<file path="src/rtl/clkmon_pkg.sv">
//------------------------------------------------------------------------------
// clkmon_pkg : shared FSM encoding and default parameters for the clock monitor
// Revision    : 1.0
//------------------------------------------------------------------------------
`default_nettype none

package clkmon_pkg;

  localparam int CNT_W_DEF       = 16;
  localparam int SYNC_STAGES_DEF = 2;
  localparam int LOCK_COUNT_DEF  = 4;
  localparam int TIMEOUT_DEF     = 1024;

  typedef enum logic [1:0] {
    ST_IDLE    = 2'd0,
    ST_ACQUIRE = 2'd1,
    ST_LOCKED  = 2'd2,
    ST_LOST    = 2'd3
  } state_e;

endpackage

`default_nettype wire

</file>
<file path="src/rtl/sync_ff.sv">
//------------------------------------------------------------------------------
// sync_ff : multi-stage flop synchronizer, asynchronous reset to 0
// Revision: 1.0
//------------------------------------------------------------------------------
`default_nettype none

module sync_ff #(
  parameter int STAGES = 2
) (
  input  logic clk,
  input  logic rst,
  input  logic d,
  output logic q
);

  logic [STAGES-1:0] sync_q;
  logic [STAGES-1:0] sync_d;

  always_comb begin
    sync_d = {sync_q[STAGES-2:0], d};
  end

  always_ff @(posedge clk or posedge rst) begin
    if (rst) begin
      sync_q <= '0;
    end else begin
      sync_q <= sync_d;
    end
  end

  assign q = sync_q[STAGES-1];

endmodule

`default_nettype wire

</file>
<file path="src/rtl/clkmon.sv">
//------------------------------------------------------------------------------
// clkmon : measures edge-to-edge intervals of sig_in and tracks frequency lock
// Revision: 1.0
//------------------------------------------------------------------------------
`default_nettype none

module clkmon
  import clkmon_pkg::*;
#(
  parameter int CNT_W       = CNT_W_DEF,
  parameter int SYNC_STAGES = SYNC_STAGES_DEF,
  parameter int LOCK_COUNT  = LOCK_COUNT_DEF,
  parameter int TIMEOUT     = TIMEOUT_DEF
) (
  input  logic             clk_in,
  input  logic             rst_in,
  input  logic             en,
  input  logic             sig_in,
  input  logic [CNT_W-1:0] expected_half,
  input  logic [CNT_W-1:0] tol,
  output logic             rise_pulse,
  output logic             fall_pulse,
  output logic [CNT_W-1:0] half_period,
  output logic             period_valid,
  output logic             locked,
  output logic             lost
);

  localparam int ARM_W = $clog2(SYNC_STAGES + 2);
  localparam int LCK_W = $clog2(LOCK_COUNT + 1);
  localparam logic [ARM_W-1:0] ARM_FULL  = ARM_W'(SYNC_STAGES + 1);
  localparam logic [LCK_W-1:0] LOCK_LAST = LCK_W'(LOCK_COUNT - 1);
  localparam logic [CNT_W-1:0] TMO       = CNT_W'(TIMEOUT);
  localparam logic [CNT_W-1:0] CNT_MAX   = '1;
  localparam logic [CNT_W-1:0] CNT_ONE   = CNT_W'(1);

  logic             sync_lvl;
  logic             hist_q,  hist_d;
  logic [ARM_W-1:0] arm_q,   arm_d;
  logic [CNT_W-1:0] cnt_q,   cnt_d;
  logic [LCK_W-1:0] match_q, match_d;
  logic [CNT_W-1:0] hp_q,    hp_d;
  logic             pv_q,    pv_d;
  logic             rise_q,  rise_d;
  logic             fall_q,  fall_d;
  state_e           state_q, state_d;

  logic             edge_det;
  logic             in_tol;
  logic             timeout;
  logic [CNT_W-1:0] diff;

  sync_ff #(.STAGES(SYNC_STAGES)) u_sync (
    .clk (clk_in),
    .rst (rst_in),
    .d   (sig_in),
    .q   (sync_lvl)
  );

  // Edges are ignored until the history flop holds a post-reset sample,
  // so a static level at reset release never looks like a transition.
  always_comb begin
    hist_d   = sync_lvl;
    arm_d    = (arm_q == ARM_FULL) ? arm_q : arm_q + ARM_W'(1);
    edge_det = en && (arm_q == ARM_FULL) && (sync_lvl != hist_q);
    diff     = (cnt_q >= expected_half) ? (cnt_q - expected_half)
                                        : (expected_half - cnt_q);
    in_tol   = (diff <= tol);
    timeout  = (cnt_q >= TMO);
  end

  always_comb begin
    state_d = state_q;
    match_d = match_q;
    hp_d    = hp_q;
    pv_d    = 1'b0;
    rise_d  = edge_det & sync_lvl;
    fall_d  = edge_det & ~sync_lvl;
    cnt_d   = edge_det ? CNT_ONE : ((cnt_q == CNT_MAX) ? cnt_q : cnt_q + CNT_ONE);

    if (!en) begin
      state_d = ST_IDLE;
      cnt_d   = '0;
      match_d = '0;
    end else begin
      case (state_q)
        ST_IDLE: begin
          if (edge_det) begin
            state_d = ST_ACQUIRE;
            match_d = '0;
          end
        end
        ST_ACQUIRE: begin
          if (edge_det) begin
            pv_d = 1'b1;
            hp_d = cnt_q;
            if (in_tol) begin
              match_d = match_q + LCK_W'(1);
              if (match_q == LOCK_LAST) state_d = ST_LOCKED;
            end else begin
              match_d = '0;
            end
          end else if (timeout) begin
            state_d = ST_IDLE;
          end
        end
        ST_LOCKED: begin
          if (edge_det) begin
            pv_d = 1'b1;
            hp_d = cnt_q;
            if (!in_tol) state_d = ST_LOST;
          end else if (timeout) begin
            state_d = ST_LOST;
          end
        end
        ST_LOST: begin
          if (edge_det) begin
            state_d = ST_ACQUIRE;
            match_d = '0;
          end
        end
        default: state_d = ST_IDLE;
      endcase
    end
  end

  always_ff @(posedge clk_in or posedge rst_in) begin
    if (rst_in) begin
      hist_q  <= 1'b0;
      arm_q   <= '0;
      cnt_q   <= '0;
      match_q <= '0;
      hp_q    <= '0;
      pv_q    <= 1'b0;
      rise_q  <= 1'b0;
      fall_q  <= 1'b0;
      state_q <= ST_IDLE;
    end else begin
      hist_q  <= hist_d;
      arm_q   <= arm_d;
      cnt_q   <= cnt_d;
      match_q <= match_d;
      hp_q    <= hp_d;
      pv_q    <= pv_d;
      rise_q  <= rise_d;
      fall_q  <= fall_d;
      state_q <= state_d;
    end
  end

  assign rise_pulse   = rise_q;
  assign fall_pulse   = fall_q;
  assign half_period  = hp_q;
  assign period_valid = pv_q;
  assign locked       = (state_q == ST_LOCKED);
  assign lost         = (state_q == ST_LOST);

endmodule

`default_nettype wire
</file>
<file path="config.mk">
export PLATFORM = sky130hd
export DESIGN_NAME = clkmon
export DESIGN_NICKNAME = d
export VERILOG_FILES = /design/src/rtl/clkmon_pkg.sv /design/src/rtl/sync_ff.sv /design/src/rtl/clkmon.sv
export SDC_FILE = /design/constraint.sdc
export NUM_CORES = 1
export LEC_CHECK = 0
export CORE_MARGIN = 1
export CORE_UTILIZATION = 40
export DETAILED_ROUTE_END_ITERATION = 8
export PLACE_DENSITY = 0.73
export SYNTH_ARGS = -nofsm -noshare
export SYNTH_HDL_FRONTEND = slang
export SYNTH_SLANG_ARGS = --single-unit
</file>
<file path="constraint.sdc">
create_clock -name clk_in -period 5.95 [get_ports clk_in]
set_input_delay 1.4875 -clock clk_in [delete_from_list [all_inputs] [get_ports clk_in]]
set_output_delay 1.4875 -clock clk_in [all_outputs]
set_load 0.005 [all_outputs]
</file>
---- After elaboration in Yosys (flattened, before gate mapping) ----
Cells that the tools add are included.
word-level totals
  logic and storage cells ................. 67
  bits in registers ....................... 45
  output and inout port bits .............. 21
operators by class
  eq/ne operators ......................... 16
  bitwise operators ....................... 3
  reduce and logical (&&, ||, !) cells .... 8
  mux-type cells .......................... 22
  magnitude comparators ................... 3
  $add $sub $neg .......................... 5
operators by type and width
  cell                   count
  $mux 16                4
  $sub 16x16->16         2
  $mux 2                 9
  $add 16x1->16 const B  1
  $eq 16x16->1 const B   1
  $ge 16x11->1 const B   1
  $ge 16x16->1           1
  $le 16x16->1           1
  $ne 4x4->1 const B     4
  $mux 3                 4
  $eq 2x2->1 const B     3
  $ne 3x2->1 const B     2
  $ne 3x3->1 const B     2
  $pmux 2 s3             1
  $pmux 3 s2             1
  $reduce_and 3->1       2
  $reduce_and 6->1       1
  $ne 4x2->1 const B     1
  $reduce_or 2->1        2
  $add 3x1->3 const B    1
  $eq 3x2->1 const B     1
  $mux 1                 3
  $add 2x1->2 const B    1
  $and 1x1->1            2
  other kinds (5)        6

---- Depth between registers and ports, before layout ----
Gate-level depths: netlist of the first run.
  word-level depth ........................ 7
  depth in mapped cells ................... 20
  mapped depth without buffers ............ 19

---- By module ----
A second synthesis of the first run with hierarchy kept.
second synthesis, totals
  cells, all modules ...................... 452
  area total of the unflattened synthesis .. 3981.3 um^2
modules (own cells, without submodules)
  module   cells an instance  instances  area an instance (um^2)
  clkmon   449                1          3927.5
  sync_ff  3                  1          53.8

---- Worst setup path after synthesis of the first run ----
Ideal clock, no wire load.
  kind .................................... input-to-reg
  start point ............................. in expected_half[0]
  end point ............................... reg state_q[0]
  slack ................................... 0.847 ns
  arrival ................................. 4.971 ns
  stages .................................. 19
  buffers on the path ..................... 1
  data required time ...................... 5.817 ns
  cell sequence ........................... ha_1 > inv_1 > fa_1 > a211oi_2 > o21ai_2 > a2111oi_4 > o21ai_2 > buf_6 > a211oi_2 > a32oi_1 > xnor2_1 > ha_1 > nand4_1 > nor4_1 > o21ai_0 > o211ai_1 > mux2i_1 > o211ai_1 > mux2i_1
on the way
  cells in the longest elaborated chain, start to end .. 5
RTL lines
  item                                    RTL line       RTL
  start: declaration                      clkmon.sv:19   input logic [CNT_W-1:0] expected_half,
  $sub 16x16->16 (tied with other cells)  clkmon.sv:67   : (expected_half - cnt_q);
  $mux 16 (*)                             clkmon.sv:66   diff = (cnt_q >= expected_half) ? (cnt_q - expected_half)
  $le 16x16->1 (*)                        clkmon.sv:68   in_tol = (diff <= tol);
  $ne 4x4->1 (no line)                    -
  $reduce_and 6->1 (no line) (*)          -
  end signal: assignment                  clkmon.sv:147  state_q <= state_d;
  end: declaration                        clkmon.sv:46   state_e state_q, state_d;
Mark *: on every way between the ends. The rest lies on a longest branch, timed or not.
A chain may end at the register's enable or synchronous reset.

---- Worst setup path in the final report of the first run ----
Same ends and word-level chain as after synthesis.

==> results.py, run 1 <==
metrics = {
    "logic_synthesis": {
        "yosys-top-cells-area": "dfrtp_1, ha_1, inv_1",
        "synth_cells": 451,
        "syn_avg_cell_area_um2": 8.686,
        "synth_top_family_by_area": "adder cells",
        "ys.warnings.count": 0,
        "syn_nets": 545,
        "yosysTopAreaCellShare": 0.2874,
        "yosys.area_share.simple": 0.1463,
        "ys_seq_elements": 45,
        "synthFlopType": "dfrtp_1",
        "synthXorXnorAreaFrac": 0.06036,
        "synthArstFlopShare": 1.000,
        "ys_types": 52,
        "ys_seq_area_frac": 0.2874,
        "synth-edff-count": 0,
        "synth-compound-area-share": 0.1568,
        "synthAdderAreaFrac": 0.1891,
        "synth.area.mux_share": 0.08017,
        "synth_largest_area_cell": "dfrtp_1",
        "synth_area_um2": 3918,
    },
    "placed_design": {
        "dp_worst_setup_slack_ps": 31.43,
        "portBuffers": 56,
        "dp_hpwl_um": 7075,
        "routabilityCongestion": 0.9137,
    },
    "pwr": {
        "p_clk_frac": 0.249,
        "switching_share": 0.3131,
        "p_int_uw": 568.4,
        "p_sw_uw": 259.1,
        "seq_power_share": 0.410,
        "leakagePower_nw": 2.156,
        "vdd.ir_drop.worst_v": 0.0001709,
        "powerDensity_nw_per_um2": 175.1,
        "p_comb_frac": 0.341,
    },
    "global_route": {
        "grt_pass1_wl_um": 15130,
        "use_met2": 0.3082,
        "grt_util_all_layers": 0.1866,
        "grt_max_degree": 46,
        "use_met1": 0.2517,
        "grt_overflow_total": 0,
        "grtUsageMet3": 0.02080,
        "antenna_found_initial": 0,
        "grt_pass1_vias": 3284,
        "top_usage_layer": "met2",
    },
    "critical_path": {
        "end_kind": "flip-flop",
        "crit_chain": "clkdlybuf4s50_1 -> ha_1 -> inv_1 -> fa_1 -> a211oi_2 -> o21ai_2 -> a2111oi_4 -> o21ai_4 -> a311o_1 -> o21ai_1 -> xnor2_1 -> ha_1 -> nand4_1 -> nor4_1 -> o21ai_0 -> o211ai_1 -> mux2i_1 -> o211ai_1 -> mux2i_1",
        "critPathMaxFanout": 10,
        "cpPeakStageDelay_ps": 480,
        "rr_worst_depth": 19,
        "cp_slowest_cell": "clkdlybuf4s50_1",
        "crit_start": "expected_half[0]",
        "critical_path_required_ps": 6140,
        "r2r_end": "state_q[0]",
        "critPathBufInv": 2,
        "timing.rr.start": "cnt_q[0]",
        "regToRegSetupSlack_ps": 1420,
        "worstSetupPathType": "input port to flip-flop",
        "cp.arrival_ps": 5760,
        "critPathTopFamily": "compound AO/OA/AOI/OAI gates",
        "startpoint_type": "input port",
    },
    "cts": {
        "hold_buffers": 0,
        "clock_path_buffers": 2,
        "post_cts_buffers": 0,
        "cts_buffers": 5,
        "clk_latency_ps": 310,
        "cts_sinks": 45,
        "htreeDepth": 2,
        "post_cts_resized": 0,
        "clk_pin_slew_ps": 80,
        "cts-root-buf": "clkbuf_8",
        "cts_tree": "done",
    },
    "finish": {
        "final-seq-area_um2": 1126,
        "layout_common_cells": "inv_1, ha_1, clkdlybuf4s50_1",
        "drive_gt1_frac": 0.08661,
        "antennaDiodeCount": 0,
        "fill_cells": 939,
        "nNetsFinal": 601,
        "area_growth_syn_to_layout_pct": 20.60,
        "final_common_cell": "inv_1",
        "multi_input_area_um2": 2486,
    },
    "routing": {
        "post_drt_wl_per_cell_um": 13.86,
        "finalWirelength_um": 8831,
        "route.vias.total": 3261,
        "avgViaCountPerCell": 5.119,
        "ant_nets": 0,
        "post-route-drc-count": 0,
        "drtIter0Drc": 95,
        "dr.pass1.iters": 4,
    },
    "timing": {
        "slew_headroom": 0.4040,
        "setup_viol": 0,
        "clock.fmax_mhz": 179.4,
        "postLayoutSetupSlackWorst_ps": 377.2,
        "finalHoldViolCount": 0,
        "finClkSkew_ps": 10.68,
        "min_period_over_period": 0.9366,
        "tns_ps": 0,
        "timing.hold.ws_ps": 352.5,
        "rsz0062_at_grt": "false",
        "maxSlewViolCount": 0,
        "min_period_ps": 5573,
        "tightest_slew_ps": 893.1,
    },
    "floorplan": {
        "start_util": 0.4180,
        "core-area_um2": 9371,
        "die_w_um": 101.0,
        "ioPinCount": 57,
        "die_y_um": 101.0,
        "num_rows": 35,
        "die_area_um2": 10190,
    },
    "hold_path": {
        "hold-path-cell-count": 0,
        "hold_class": "flip-flop to flip-flop",
        "hp-start": "u_sync.sync_q[0]",
        "whs_endpoint": "u_sync.sync_q[1]",
    },
    "status": {
        "outcome": "completed",
    },
    "run": {
        "cap_violations": 0,
    },
}
==> metrics by stage <==
stage	instances	utilization	cell area, um^2	total power, mW
CTS	637	0.5033	4717	0.8355
finish	637	0.5041	4725	0.8275
detailed placement	629	0.4925	4616	0.6276
global placement	629	0.4925	4616	0.6187
global route	637	0.5041	4725	0.8857
floorplan	451	-	3918	0.5331
==> how the worst max path moves through the flow <==
| stage | endpoint | slack (ps) | depth (start not counted) |
|---|---|---|---|
| final | state_q[0] | 380 | 19 |
| after detailed placement | state_q[1] | 30 | 19 |
| after floorplan | state_q[0] | 850 | 19 |
| after global placement | state_q[0] | 160 | 19 |
| after global routing | state_q[1] | 80 | 19 |
| after CTS | state_q[1] | 350 | 19 |
==> cell type report <==
type	count	area share
Multi-Input combinational cell	331	0.5262
Sequential cell	45	0.2383
Timing Repair Buffer	65	0.1329
Inverter	59	0.04687
Tap cell	129	0.03416
Clock buffer	7	0.02039
Clock inverter	1	0.001059
==> worst reg2reg max path: stages (launching register included) <==
cell and delay [ps]:
dfrtp_1 480, inv_1 140, ha_1 170, inv_1 60, fa_1 410, a211oi_2 230
o21ai_2 130, a2111oi_4 410, o21ai_4 170, a311o_1 340, o21ai_1 100, xnor2_1 80
ha_1 310, nand4_1 140, nor4_1 370, o21ai_0 140, o211ai_1 200, mux2i_1 230
o211ai_1 160, mux2i_1 150
==> cell usage after synthesis (2+ instances only) <==
master    count
a211oi_1      3
a211oi_2      2
a21o_1        7
a21oi_1      32
a31oi_1       3
and2_1        2
and3_1        4
and4_1        2
buf_2         8
buf_6         2
clkbuf_1      3
clkbuf_2      2
dfrtp_1      45
fa_1          2
ha_1         56
inv_1        59
mux2_2       18
mux2i_1      10
nand2_1      40
nand2b_1      5
nand3_1      12
nand4_1       8
nor2_1       36
nor2b_1       2
nor3_1        7
nor4_1        4
o211ai_1      7
o21a_1        2
o21ai_0      16
o21ai_1       3
o21ai_2       2
o31ai_1       2
xnor2_1      20
xor2_1        7
==> power by group through the flow <==
stage	logic, mW	registers [mW]	clock network (mW)
4_1_cts	0.284	0.339	0.212
3_5_place_dp	0.283	0.345	0
2_1_floorplan	0.191	0.342	0
5_1_grt	0.320	0.341	0.224
3_3_place_gp	0.275	0.344	0
6_report	0.282	0.339	0.206
==> metal layers <==
metal | part of all wire | routed length (um)
met1 | 0.48 | 4251
met2 | 0.46 | 4051
met5 | 0 | 0
met4 | 0.022 | 190
met3 | 0.038 | 338
==> state kept, by name (all words and copies together) (netlist names) <==
signal         cells
arm_q              2
half_period       16
hist_q             1
period_valid       1
match_q            3
u_sync.sync_q      2
cnt_q             16
rise_pulse         1
state_q            2
fall_pulse         1
==> cells by family (layout without fill, tap and decap cells) <==
group / Yosys count / after routing
compound gates: 92 / 92
xor+xnor: 27 / 27
fa+ha+maj: 58 / 58
buf+inv: 75 / 132
flops: 45 / 45
mux: 29 / 29
simple gates: 125 / 125
Note: power is estimated with default switching activity, not from simulation.
==> run 2: changes to the inputs <==
==> constraint.sdc (replaced) <==
create_clock -name clk_in -period 6.8 [get_ports clk_in]
set_input_delay 1.7 -clock clk_in [delete_from_list [all_inputs] [get_ports clk_in]]
set_output_delay 1.7 -clock clk_in [all_outputs]
set_load 0.005 [all_outputs]
==> run 2 against run 1 <==
Against the previous run:
- final area fell by 1.5%
- first-iteration DRC count down 20%
- die area unchanged
- clock power decreased by 21%
- wire length is 0.68% lower
- global-route usage decreased by 0.61 points
- critical path type unchanged
==> results.py, run 2 (synthesis results as in run 1) <==
metrics = {
    "finish": {
        "fill_cells": 959,
        "final_util": 0.4967,
        "nNetsFinal": 595,
        "drive_gt1_frac": 0.07171,
        "area_growth_syn_to_layout_pct": 18.81,
        "layout_common_cells": "inv_1, ha_1, clkdlybuf4s50_1",
        "final_common_cell": "inv_1",
        "antennaDiodeCount": 0,
        "final_cells": 631,
    },
    "routing": {
        "post_drt_wl_per_cell_um": 13.90,
        "route.vias.total": 3248,
        "post-route-drc-count": 0,
        "ant_nets": 0,
        "dr.pass1.iters": 4,
        "finalWirelength_um": 8771,
        "drtIter0Drc": 76,
        "avgViaCountPerCell": 5.147,
    },
    "floorplan": {
        "ioPinCount": 57,
        "core-area_um2": 9371,
        "start_util": 0.4180,
        "die_y_um": 101.0,
        "die_area_um2": 10190,
        "num_rows": 35,
        "die_w_um": 101.0,
    },
    "timing": {
        "tightest_slew_ps": 878.9,
        "postLayoutSetupSlackWorst_ps": 598.6,
        "rsz0062_at_grt": "false",
        "tns_ps": 0,
        "finClkSkew_ps": 10.50,
        "min_period_over_period": 0.9120,
        "slew_headroom": 0.4134,
        "min_period_ps": 6201,
        "clock.fmax_mhz": 161.3,
        "setup_viol": 0,
        "finalHoldViolCount": 0,
        "maxSlewViolCount": 0,
    },
    "critical_path": {
        "critPathTopFamily": "compound AO/OA/AOI/OAI gates",
        "critPathBufInv": 3,
        "startpoint_type": "input port",
        "critPathMaxFanout": 13,
        "cp_slowest_cell": "clkdlybuf4s50_1",
        "cp.arrival_ps": 6380,
        "critical_path_required_ps": 6980,
        "cpPeakStageDelay_ps": 480,
        "worstSetupPathType": "input port to flip-flop",
        "crit_chain": "clkdlybuf4s50_1 -> ha_1 -> inv_1 -> fa_1 -> a211oi_2 -> o21ai_2 -> a2111oi_4 -> o21ai_2 -> buf_4 -> a2111oi_2 -> a41oi_1 -> xor2_1 -> ha_1 -> nand2_1 -> nor4_1 -> o21ai_0 -> o211ai_1 -> mux2i_1 -> o211ai_1 -> mux2i_1",
        "end_kind": "flip-flop",
    },
    "cts": {
        "cts_buffers": 5,
        "clk_latency_ps": 300,
        "htreeDepth": 2,
        "cts_sinks": 45,
        "cts_tree": "done",
        "clk_pin_slew_ps": 90,
        "post_cts_buffers": 0,
        "clock_path_buffers": 2,
        "hold_buffers": 0,
        "cts-root-buf": "clkbuf_8",
        "post_cts_resized": 0,
    },
    "pwr": {
        "p_clk_frac": 0.231,
        "switching_share": 0.3234,
        "vdd.ir_drop.worst_v": 0.0001539,
        "p_sw_uw": 227.8,
        "p_comb_frac": 0.348,
        "powerDensity_nw_per_um2": 151.4,
        "p_int_uw": 476.7,
        "seq_power_share": 0.420,
        "leakagePower_nw": 2.109,
        "fin_total_pwr_uw": 704.5,
    },
    "global_route": {
        "grt_pass1_wl_um": 14760,
        "grt_overflow_total": 0,
        "grt_pass1_vias": 3212,
        "grt_util_all_layers": 0.1805,
        "grt_max_degree": 46,
        "antenna_found_initial": 0,
    },
    "placed_design": {
        "portBuffers": 56,
        "routabilityCongestion": 0.9001,
        "dp_worst_setup_slack_ps": 297.5,
        "dp_hpwl_um": 7059,
        "place_inst": 623,
    },
    "hold_path": {
        "hold_class": "flip-flop to flip-flop",
    },
    "run": {
        "cap_violations": 0,
    },
    "status": {
        "outcome": "completed",
    },
}
## run 2: path summary, 6_finish.rpt
check                                   end  slack (ps)  cells after the start              from
setup reg to reg                 state_q[1]        1870                     20          cnt_q[0]
max in group asynchronous        rise_pulse        4590                      3            rst_in
min in group asynchronous   half_period[11]        1830                      3            rst_in
hold reg to reg            u_sync.sync_q[1]         350                      0  u_sync.sync_q[0]
setup / recovery                 state_q[1]         600                     20  expected_half[0]
hold / removal             u_sync.sync_q[1]         350                      0  u_sync.sync_q[0]
## run 2: area by class of cell
cell class,instances,area (um^2),share of cell area
Clock buffer,7,76.32,0.01640
Sequential cell,45,1126,0.2419
Timing Repair Buffer,59,583.1,0.1253
Multi-Input combinational cell,331,2479,0.5325
Inverter,59,221.5,0.04758
Tap cell,129,161.4,0.03468
Clock inverter,1,7.507,0.001613
## run 2: through the flow
stage / hold slack, ps / cell area (um^2)
final: 353.7 / 4654
after global routing: 359.4 / 4654
after CTS: 358.6 / 4654
after detailed placement: 338.9 / 4571
after global placement: 335.3 / 4571
after floorplan: 331.2 / 3918
## run 2: routing by layer
layer / GRT usage / vias to the layer above / wire [um]
li1: - / 1648 / -
met1: 0.2469 / 1519 / 4298
met2: 0.2977 / 69 / 3968
met3: 0.02011 / 12 / 320
met4: 0.05909 / 0 / 184
met5: 0 / - / 0
## run 2: power groups by stage
stage	registers [mW]	logic, mW	clock network, mW
3_5_place_dp	0.301	0.247	0
4_1_cts	0.296	0.248	0.168
5_1_grt	0.298	0.278	0.176
6_report	0.296	0.245	0.163
2_1_floorplan	0.299	0.167	0
3_3_place_gp	0.301	0.240	0
